**src/rtl/av_regs_pkg.sv**
```systemverilog
// Shared definitions for the Avalon-MM status register file:
// transmit FSM state encoding, CTRL/STATUS word addresses, bit positions
// and a helper that packs the STATUS word.
package av_regs_pkg;

    typedef enum logic [1:0] {
        ST_IDLE = 2'd0,
        ST_SEND = 2'd1,
        ST_WAIT = 2'd2
    } tx_state_t;

    localparam int ADDR_CTRL    = 0;
    localparam int ADDR_STATUS  = 1;
    localparam int PAYLOAD_BASE = 2;

    localparam int CTRL_SEND_BIT   = 0;
    localparam int CTRL_IRQ_EN_BIT = 1;

    localparam int STAT_BUSY_BIT    = 0;
    localparam int STAT_DONE_BIT    = 1;
    localparam int STAT_OVERRUN_BIT = 2;
    localparam int STAT_CNT_LSB     = 8;

    // Lower 16 bits of the STATUS word; everything above reads 0.
    function automatic logic [15:0] pack_status(input logic       busy,
                                                input logic       done,
                                                input logic       overrun,
                                                input logic [7:0] send_cnt);
        logic [15:0] v;
        v = '0;
        v[STAT_BUSY_BIT]                 = busy;
        v[STAT_DONE_BIT]                 = done;
        v[STAT_OVERRUN_BIT]              = overrun;
        v[STAT_CNT_LSB +: 8]             = send_cnt;
        return v;
    endfunction

endpackage

```
**src/rtl/udp_send_ctrl.sv**
```systemverilog
// Transmit sequencer: issues a one-cycle udp_send, waits for udp_done,
// keeps the completed-transaction counter and the sticky DONE/OVERRUN flags.
// Ports:
//   clk, reset          - clock, synchronous active-high reset
//   start               - CTRL write with SEND=1 this cycle
//   payload_wr_busy     - payload write attempted this cycle (blocked if busy)
//   clr_done, clr_ovr   - write-1-to-clear strobes from STATUS writes
//   udp_done            - completion pulse from the UDP module
//   udp_send            - one-cycle transmit request (registered)
//   busy, done, overrun - status flags
//   send_cnt            - completed transactions modulo 256
//
// state | meaning
// ------+--------------------------------------------------
// IDLE  | waiting for a SEND write
// SEND  | udp_send asserted for exactly this cycle
// WAIT  | waiting for udp_done; payload frozen
module udp_send_ctrl
    import av_regs_pkg::*;
(
    input  logic       clk,
    input  logic       reset,
    input  logic       start,
    input  logic       payload_wr_busy,
    input  logic       clr_done,
    input  logic       clr_ovr,
    input  logic       udp_done,
    output logic       udp_send,
    output logic       busy,
    output logic       done,
    output logic       overrun,
    output logic [7:0] send_cnt
);

    tx_state_t  r_state;
    logic       r_udp_send;
    logic       r_done;
    logic       r_overrun;
    logic [7:0] r_send_cnt;

    logic       w_busy;
    logic       w_done_set;
    logic       w_ovr_set;

    assign w_busy     = (r_state != ST_IDLE);
    assign w_done_set = (r_state == ST_WAIT) && udp_done;
    assign w_ovr_set  = (start && w_busy) || payload_wr_busy;

    always_ff @(posedge clk) begin
        if (reset) begin
            r_state    <= ST_IDLE;
            r_udp_send <= 1'b0;
            r_done     <= 1'b0;
            r_overrun  <= 1'b0;
            r_send_cnt <= 8'd0;
        end else begin
            r_udp_send <= 1'b0;
            case (r_state)
                ST_IDLE: begin
                    if (start) begin
                        r_state    <= ST_SEND;
                        r_udp_send <= 1'b1;
                    end
                end
                ST_SEND: r_state <= ST_WAIT;
                ST_WAIT: begin
                    if (udp_done) begin
                        r_state    <= ST_IDLE;
                        r_send_cnt <= r_send_cnt + 8'd1;
                    end
                end
                default: r_state <= ST_IDLE;
            endcase

            // Set wins over a same-cycle write-1-to-clear.
            if (w_done_set)
                r_done <= 1'b1;
            else if (clr_done)
                r_done <= 1'b0;

            if (w_ovr_set)
                r_overrun <= 1'b1;
            else if (clr_ovr)
                r_overrun <= 1'b0;
        end
    end

    assign udp_send = r_udp_send;
    assign busy     = w_busy;
    assign done     = r_done;
    assign overrun  = r_overrun;
    assign send_cnt = r_send_cnt;

endmodule

```
**src/rtl/av_status_regfile.sv**
```systemverilog
// Avalon-MM register file: CTRL, STATUS and NUM_REGS payload words that are
// presented in parallel on regs_o and handed to a UDP transmitter.
// Ports:
//   clk, reset                 - clock, synchronous active-high reset
//   address, write, read       - Avalon-MM word address and strobes
//   writedata, byteenable      - write data and per-byte enables
//   readdata, readdatavalid    - registered read response (latency 1)
//   regs_o                     - payload k at [k*DATA_W +: DATA_W]
//   udp_send, udp_done         - transmit request / completion handshake
//   irq                        - DONE and IRQ_EN
// STATUS packs SEND_CNT into bits [15:8], so DATA_W must be at least 16.
module av_status_regfile
    import av_regs_pkg::*;
#(
    parameter int NUM_REGS = 8,
    parameter int DATA_W   = 32,
    parameter int ADDR_W   = 4
) (
    input  logic                       clk,
    input  logic                       reset,
    input  logic [ADDR_W-1:0]          address,
    input  logic                       write,
    input  logic                       read,
    input  logic [DATA_W-1:0]          writedata,
    input  logic [DATA_W/8-1:0]        byteenable,
    output logic [DATA_W-1:0]          readdata,
    output logic                       readdatavalid,
    output logic [NUM_REGS*DATA_W-1:0] regs_o,
    output logic                       udp_send,
    input  logic                       udp_done,
    output logic                       irq
);

    logic [DATA_W-1:0] r_payload [NUM_REGS];
    logic              r_irq_en;
    logic [DATA_W-1:0] r_readdata;
    logic              r_readdatavalid;

    logic              w_wr_ctrl;
    logic              w_wr_status;
    logic              w_start;
    logic              w_pay_hit;
    logic              w_pay_blocked;
    logic              w_busy;
    logic              w_done;
    logic              w_overrun;
    logic [7:0]        w_send_cnt;
    logic [DATA_W-1:0] w_rdata;

    // CTRL/STATUS only honour the low byte lane.
    assign w_wr_ctrl   = write && byteenable[0] && (address == ADDR_W'(ADDR_CTRL));
    assign w_wr_status = write && byteenable[0] && (address == ADDR_W'(ADDR_STATUS));
    assign w_start     = w_wr_ctrl && writedata[CTRL_SEND_BIT];

    // One extra bit so the upper bound cannot wrap when the map fills the space.
    assign w_pay_hit = ({1'b0, address} >= (ADDR_W+1)'(PAYLOAD_BASE)) &&
                       ({1'b0, address} <  (ADDR_W+1)'(PAYLOAD_BASE + NUM_REGS));
    assign w_pay_blocked = write && w_pay_hit && w_busy;

    udp_send_ctrl u_ctrl (
        .clk             (clk),
        .reset           (reset),
        .start           (w_start),
        .payload_wr_busy (w_pay_blocked),
        .clr_done        (w_wr_status && writedata[STAT_DONE_BIT]),
        .clr_ovr         (w_wr_status && writedata[STAT_OVERRUN_BIT]),
        .udp_done        (udp_done),
        .udp_send        (udp_send),
        .busy            (w_busy),
        .done            (w_done),
        .overrun         (w_overrun),
        .send_cnt        (w_send_cnt)
    );

    always_ff @(posedge clk) begin
        if (reset) begin
            r_irq_en <= 1'b0;
            for (int k = 0; k < NUM_REGS; k++)
                r_payload[k] <= '0;
        end else begin
            if (w_wr_ctrl)
                r_irq_en <= writedata[CTRL_IRQ_EN_BIT];
            // Payload is frozen while a transaction is in flight.
            if (write && !w_busy) begin
                for (int k = 0; k < NUM_REGS; k++) begin
                    if (address == ADDR_W'(PAYLOAD_BASE + k)) begin
                        for (int b = 0; b < DATA_W/8; b++) begin
                            if (byteenable[b])
                                r_payload[k][b*8 +: 8] <= writedata[b*8 +: 8];
                        end
                    end
                end
            end
        end
    end

    // Read mux sees pre-write register values, giving old data on a
    // same-cycle read/write of one address.
    always_comb begin
        w_rdata = '0;
        if (address == ADDR_W'(ADDR_CTRL))
            w_rdata[CTRL_IRQ_EN_BIT] = r_irq_en;
        else if (address == ADDR_W'(ADDR_STATUS))
            w_rdata[15:0] = pack_status(w_busy, w_done, w_overrun, w_send_cnt);
        for (int k = 0; k < NUM_REGS; k++) begin
            if (address == ADDR_W'(PAYLOAD_BASE + k))
                w_rdata = r_payload[k];
        end
    end

    always_ff @(posedge clk) begin
        if (reset) begin
            r_readdata      <= '0;
            r_readdatavalid <= 1'b0;
        end else begin
            r_readdatavalid <= read;
            if (read)
                r_readdata <= w_rdata;
        end
    end

    for (genvar g = 0; g < NUM_REGS; g++) begin : g_regs_o
        assign regs_o[g*DATA_W +: DATA_W] = r_payload[g];
    end

    assign readdata      = r_readdata;
    assign readdatavalid = r_readdatavalid;
    assign irq           = w_done && r_irq_en;

endmodule

```
**config.mk**
```make
export PLATFORM = sky130hd
export DESIGN_NAME = av_status_regfile
export DESIGN_NICKNAME = d
export VERILOG_FILES = /design/src/rtl/av_regs_pkg.sv /design/src/rtl/udp_send_ctrl.sv /design/src/rtl/av_status_regfile.sv
export SDC_FILE = /design/constraint.sdc
export NUM_CORES = 1
export LEC_CHECK = 0
export ABC_CLOCK_PERIOD_IN_PS = 3240
export BUFFER_PORTS_ARGS = -buffer_cell sky130_fd_sc_hd__buf_2
export CORE_UTILIZATION = 35
export DETAILED_ROUTE_END_ITERATION = 8
export PLACE_DENSITY_LB_ADDON = 0.2
export SLEW_MARGIN = 40
export SYNTH_ARGS = -nofsm -noshare
export SYNTH_HDL_FRONTEND = slang
export SYNTH_SLANG_ARGS = --single-unit
```
**constraint.sdc**
```tcl
create_clock -name clk -period 3.24 [get_ports clk]
set_input_delay 0.162 -clock clk [delete_from_list [all_inputs] [get_ports clk]]
set_output_delay 0.162 -clock clk [all_outputs]
set_load 0.01 [all_outputs]
```
==> metrics.txt <==
# TYPE chip_impl_metric gauge
chip_impl_info{name="outcome",value="complete, no violations"} 1
chip_impl_metric{name="peak_freq",unit="MHz"} 404.7
chip_impl_info{name="yosys-top-cells-area",value="edfxtp_1, dfxtp_1, nor2_1"} 1
chip_impl_metric{name="synth_enable_flop_cells",unit=""} 256
chip_impl_metric{name="synthDistinctLibCells",unit=""} 56
chip_impl_info{name="tritoncts",value="done"} 1
chip_impl_metric{name="die_area",unit="um^2"} 37880
chip_impl_metric{name="drt_drc_violations_left",unit=""} 0
chip_impl_metric{name="post-place-cells",unit=""} 1906
chip_impl_info{name="worst_hold_path_type",value="input port to flip-flop"} 1
chip_impl_metric{name="tritoncts.num_buffers",unit=""} 35
chip_impl_metric{name="arrival",unit="ns"} 2.63
chip_impl_metric{name="hold_violations",unit=""} 0
chip_impl_metric{name="worst_ep_required_time",unit="ns"} 3.40
chip_impl_metric{name="synth_cells",unit=""} 1140
chip_impl_metric{name="power.share.combinational",unit="%"} 8.8
chip_impl_metric{name="yosysSeqAreaShare",unit="%"} 66.45
chip_impl_metric{name="syn-mean-instance-area",unit="um^2"} 11.39
chip_impl_info{name="synth_ff_type",value="edfxtp_1"} 1
chip_impl_metric{name="grt_antenna_before_repair",unit=""} 1
chip_impl_metric{name="final_period_minus_worst_setup_slack",unit="ns"} 2.471
chip_impl_info{name="most_used_standard_cells_in_the_synthesized_netlist",value="edfxtp_1, nor2_1, nand2_1"} 1
chip_impl_info{name="criticalPathCategory",value="flip-flop to flip-flop"} 1
chip_impl_metric{name="reg2reg_slack",unit="ns"} 0.77
chip_impl_metric{name="min_period_over_period",unit="%"} 76.27
chip_impl_metric{name="clkPwrFrac",unit="%"} 43.3
chip_impl_metric{name="grt_remaining_overflow",unit=""} 0
chip_impl_metric{name="die_w",unit="um"} 194.6
chip_impl_metric{name="fillers",unit=""} 3477
chip_impl_metric{name="worst_pin_slew",unit="ns"} 0.9608
chip_impl_metric{name="slew_headroom",unit="%"} 35.78
chip_impl_metric{name="ys_ff_latch",unit=""} 303
chip_impl_metric{name="cts_num_sinks",unit=""} 303
chip_impl_metric{name="critPathMaxFanout",unit=""} 9
chip_impl_metric{name="dieHeight",unit="um"} 194.6
chip_impl_info{name="critPathCaptureType",value="flip-flop"} 1
chip_impl_metric{name="slew_viol_final",unit=""} 0
chip_impl_metric{name="fin_skew",unit="ns"} 0.02408
chip_impl_info{name="yosys.cell_count.top_type",value="edfxtp_1"} 1
chip_impl_metric{name="routed_via_density",unit=""} 5.564
chip_impl_metric{name="io_buffers",unit=""} 335
chip_impl_metric{name="clock_tree.buffer_depth",unit=""} 3
chip_impl_metric{name="cts.reportedPaths.clkPinSlew",unit="ns"} 0.06
chip_impl_metric{name="synth-async-reset-ratio",unit="%"} 0
chip_impl_metric{name="areaGrowthSynthToFinish",unit="%"} 26.52
chip_impl_metric{name="final_nets",unit=""} 1523
chip_impl_metric{name="drive_above_1_share",unit="%"} 28.61
chip_impl_metric{name="ys_warn_count",unit=""} 0
chip_impl_metric{name="largest_net_degree_at_the_start_of_global_routing",unit=""} 76
chip_impl_metric{name="power.static_leakage",unit="uW"} 0.006916
chip_impl_metric{name="fin_tns_setup",unit="ns"} 0
chip_impl_metric{name="final-instance-count-excl-fill",unit=""} 1972
chip_impl_metric{name="first_global_vias",unit=""} 10520
chip_impl_metric{name="share_seq_of_total_power",unit="%"} 47.9
chip_impl_metric{name="row_count",unit=""} 70
chip_impl_metric{name="hpwl",unit="um"} 37750
chip_impl_metric{name="syn_nets",unit=""} 1186
chip_impl_metric{name="route.detailed.wl_per_inst",unit="um"} 25.72
chip_impl_info{name="capture_endpoint_of_the_worst_hold_path",value="u_ctrl.r_state[1]$_SDFFE_PP0P_"} 1
chip_impl_metric{name="rr_worst_depth",unit=""} 4
chip_impl_metric{name="cell_internal_pwr",unit="uW"} 7178
chip_impl_info{name="yosys.area.top_type",value="edfxtp_1"} 1
chip_impl_metric{name="dr.first_iter.drc_count",unit=""} 1097
chip_impl_metric{name="vias",unit=""} 10970
chip_impl_metric{name="netSwitchingFraction",unit="%"} 24.13
chip_impl_metric{name="grt_util_met3",unit="%"} 5.327
chip_impl_metric{name="detail_route.first_pass.iterations",unit=""} 5
chip_impl_metric{name="gp_routability_congestion",unit=""} 0.9635
chip_impl_metric{name="use_met1",unit="%"} 36.96
chip_impl_metric{name="vdd_ir_drop_max",unit="V"} 0.0002897
chip_impl_metric{name="cts_post_setup_buffers_inserted",unit=""} 0
chip_impl_metric{name="finalWirelength",unit="um"} 50710
chip_impl_metric{name="area_share_of_the_leading_cell_type_in_the_synthesized_netlist",unit="%"} 59.20
chip_impl_metric{name="number_of_nets_with_antenna_violations_after_routing",unit=""} 0
chip_impl_metric{name="grt.met2_usage",unit="%"} 39.47
chip_impl_info{name="busiest_layer",value="met2"} 1
chip_impl_metric{name="drv.max_cap_violation_count",unit=""} 0
chip_impl_metric{name="total_switching_power",unit="uW"} 2282
chip_impl_metric{name="clock_tree.htree_level_count",unit=""} 2
chip_impl_info{name="grt_setup_unrepaired",value="no"} 1
chip_impl_metric{name="timing.final.setup_violations",unit=""} 0
chip_impl_metric{name="worstSkewPairLatency",unit="ns"} 0.52
chip_impl_info{name="worst_setup_path_start_kind",value="flip-flop"} 1
chip_impl_metric{name="gr-usage-all-layers",unit="%"} 25.88
chip_impl_info{name="critical_path.reg2reg.startpoint",value="u_ctrl.r_state[1]$_SDFFE_PP0P_"} 1
chip_impl_metric{name="initial_core_util",unit="%"} 35.55
chip_impl_info{name="end_of_the_worst_register_to_register_path",value="r_payload[0][116]$_SDFFCE_PN0P_"} 1
chip_impl_info{name="clock-root-buffer",value="clkbuf_16"} 1
chip_impl_metric{name="post_cts_resized",unit=""} 0
chip_impl_metric{name="min_path_cells",unit=""} 4
chip_impl_metric{name="core-area",unit="um^2"} 36520
chip_impl_metric{name="io-pin-count",unit=""} 336
chip_impl_info{name="hold_path.startpoint",value="udp_done"} 1
chip_impl_metric{name="power_density",unit="nW/um^2"} 575.9
chip_impl_metric{name="wire_length_of_the_first_global_routing_pass",unit="um"} 71580
chip_impl_metric{name="syn-cell-area",unit="um^2"} 12980
==> layer usage <==
layer | up-vias | share of wire [%]
met4 | 0 | 2.8
met5 | - | 0
met1 | 5350 | 42
met2 | 699 | 44
met3 | 81 | 11
li1 | 4842 | -
==> repair_timing <==
item / CTS / global route
setup endpoints to repair: 0 / 0
hold endpoints to repair: 2 / 0
hold buffers: 2 / 0
==> through the flow <==
step                      util [%]  area (um^2)  power, uW  hold slack, ns  setup WS [ns]
after floorplan                  -        12990       4964          0.3059          1.419
after global placement       41.57        15180       5419          0.4449         0.5272
after detailed placement     41.63        15200       5428          0.4693         0.6444
after CTS                    44.97        16420       9478        0.006028         0.8367
after global routing         44.98        16430       9674         0.02380         0.6841
final                        44.98        16430       9461         0.02418         0.7689
==> cells by family (layout without fill, tap and decap cells) <==
group,count (synthesis),count (layout),share of synthesized area [%]
other cells,0,1,0
compound gates,210,210,11.07
mux,37,37,2.939
fa+ha+maj,1,1,0.09634
simple gates,474,474,15.39
xor+xnor,7,7,0.4722
flops,303,303,66.45
buf+inv,108,471,3.585
==> critical path, cell delays in order (launching register included) <==
cell	delay, ns
dfxtp_1	0.35
nor2_1	0.34
and3_1	0.53
nand2_1	0.41
nand2_1	0.49
==> flip-flops by register name, indices dropped and copies added (netlist names) <==
register,cells
r_payload,256
readdata,32
u_ctrl.send_cnt,8
u_ctrl.r_state,2
r_irq_en,1
readdatavalid,1
u_ctrl.done,1
u_ctrl.overrun,1
u_ctrl.udp_send,1
==> area by class of cell <==
type | instances | area (um^2) | share of cell area [%]
Clock buffer | 49 | 1031 | 6.276
Tap cell | 468 | 585.6 | 3.564
Antenna cell | 1 | 2.502 | 0.01523
Timing Repair Buffer | 368 | 1942 | 11.82
Multi-Input combinational cell | 729 | 3920 | 23.86
Clock inverter | 14 | 168.9 | 1.028
Inverter | 40 | 150.1 | 0.9139
Sequential cell | 303 | 8628 | 52.52
==> placed cells by master (no fill, tap or decap), types with 3 or more instances in the layout <==
cell type,instances
a2111oi_0,11
a2111oi_1,9
a21oi_1,77
a221oi_1,8
a311oi_1,19
a31o_1,8
a31oi_1,19
and3_1,23
buf_2,335
buf_4,30
bufinv_16,4
clkbuf_1,6
clkbuf_16,37
clkbuf_8,6
clkinv_1,7
dfxtp_1,47
edfxtp_1,256
inv_1,36
inv_2,3
mux2_1,8
mux2i_1,28
nand2_1,143
nand2b_1,8
nand3_1,21
nand4_1,4
nor2_1,243
nor3_1,6
nor4_1,3
o21ai_0,11
o21bai_1,9
o32ai_1,20
or4_1,8
xnor2_1,3
xor2_1,4
==> power by group through the flow <==
stage	Sequential [uW]	Combinational, uW	Clock [uW]
floorplan	4630	334	0
global placement	4610	805	0
detailed placement	4610	817	0
CTS	4530	821	4130
global route	4540	876	4250
finish	4530	828	4100
==> how the worst max path moves through the flow <==
stage	startpoint	endpoint	slack [ns]	cells past startpoint
floorplan	address[1]	r_payload[1][100]$_DFFE_PP_	1.42	6
global placement	address[2]	readdata[28]$_SDFFE_PP0P_	0.53	6
detailed placement	address[2]	r_payload[1][57]$_SDFFCE_PN0P_	0.64	5
CTS	u_ctrl.r_state[1]$_SDFFE_PP0P_	r_payload[0][116]$_SDFFCE_PN0P_	0.84	4
global route	u_ctrl.r_state[1]$_SDFFE_PP0P_	r_payload[0][118]$_SDFFCE_PN0P_	0.68	4
finish	u_ctrl.r_state[1]$_SDFFE_PP0P_	r_payload[0][116]$_SDFFCE_PN0P_	0.77	4
Note: power is estimated with default switching activity, not from simulation.
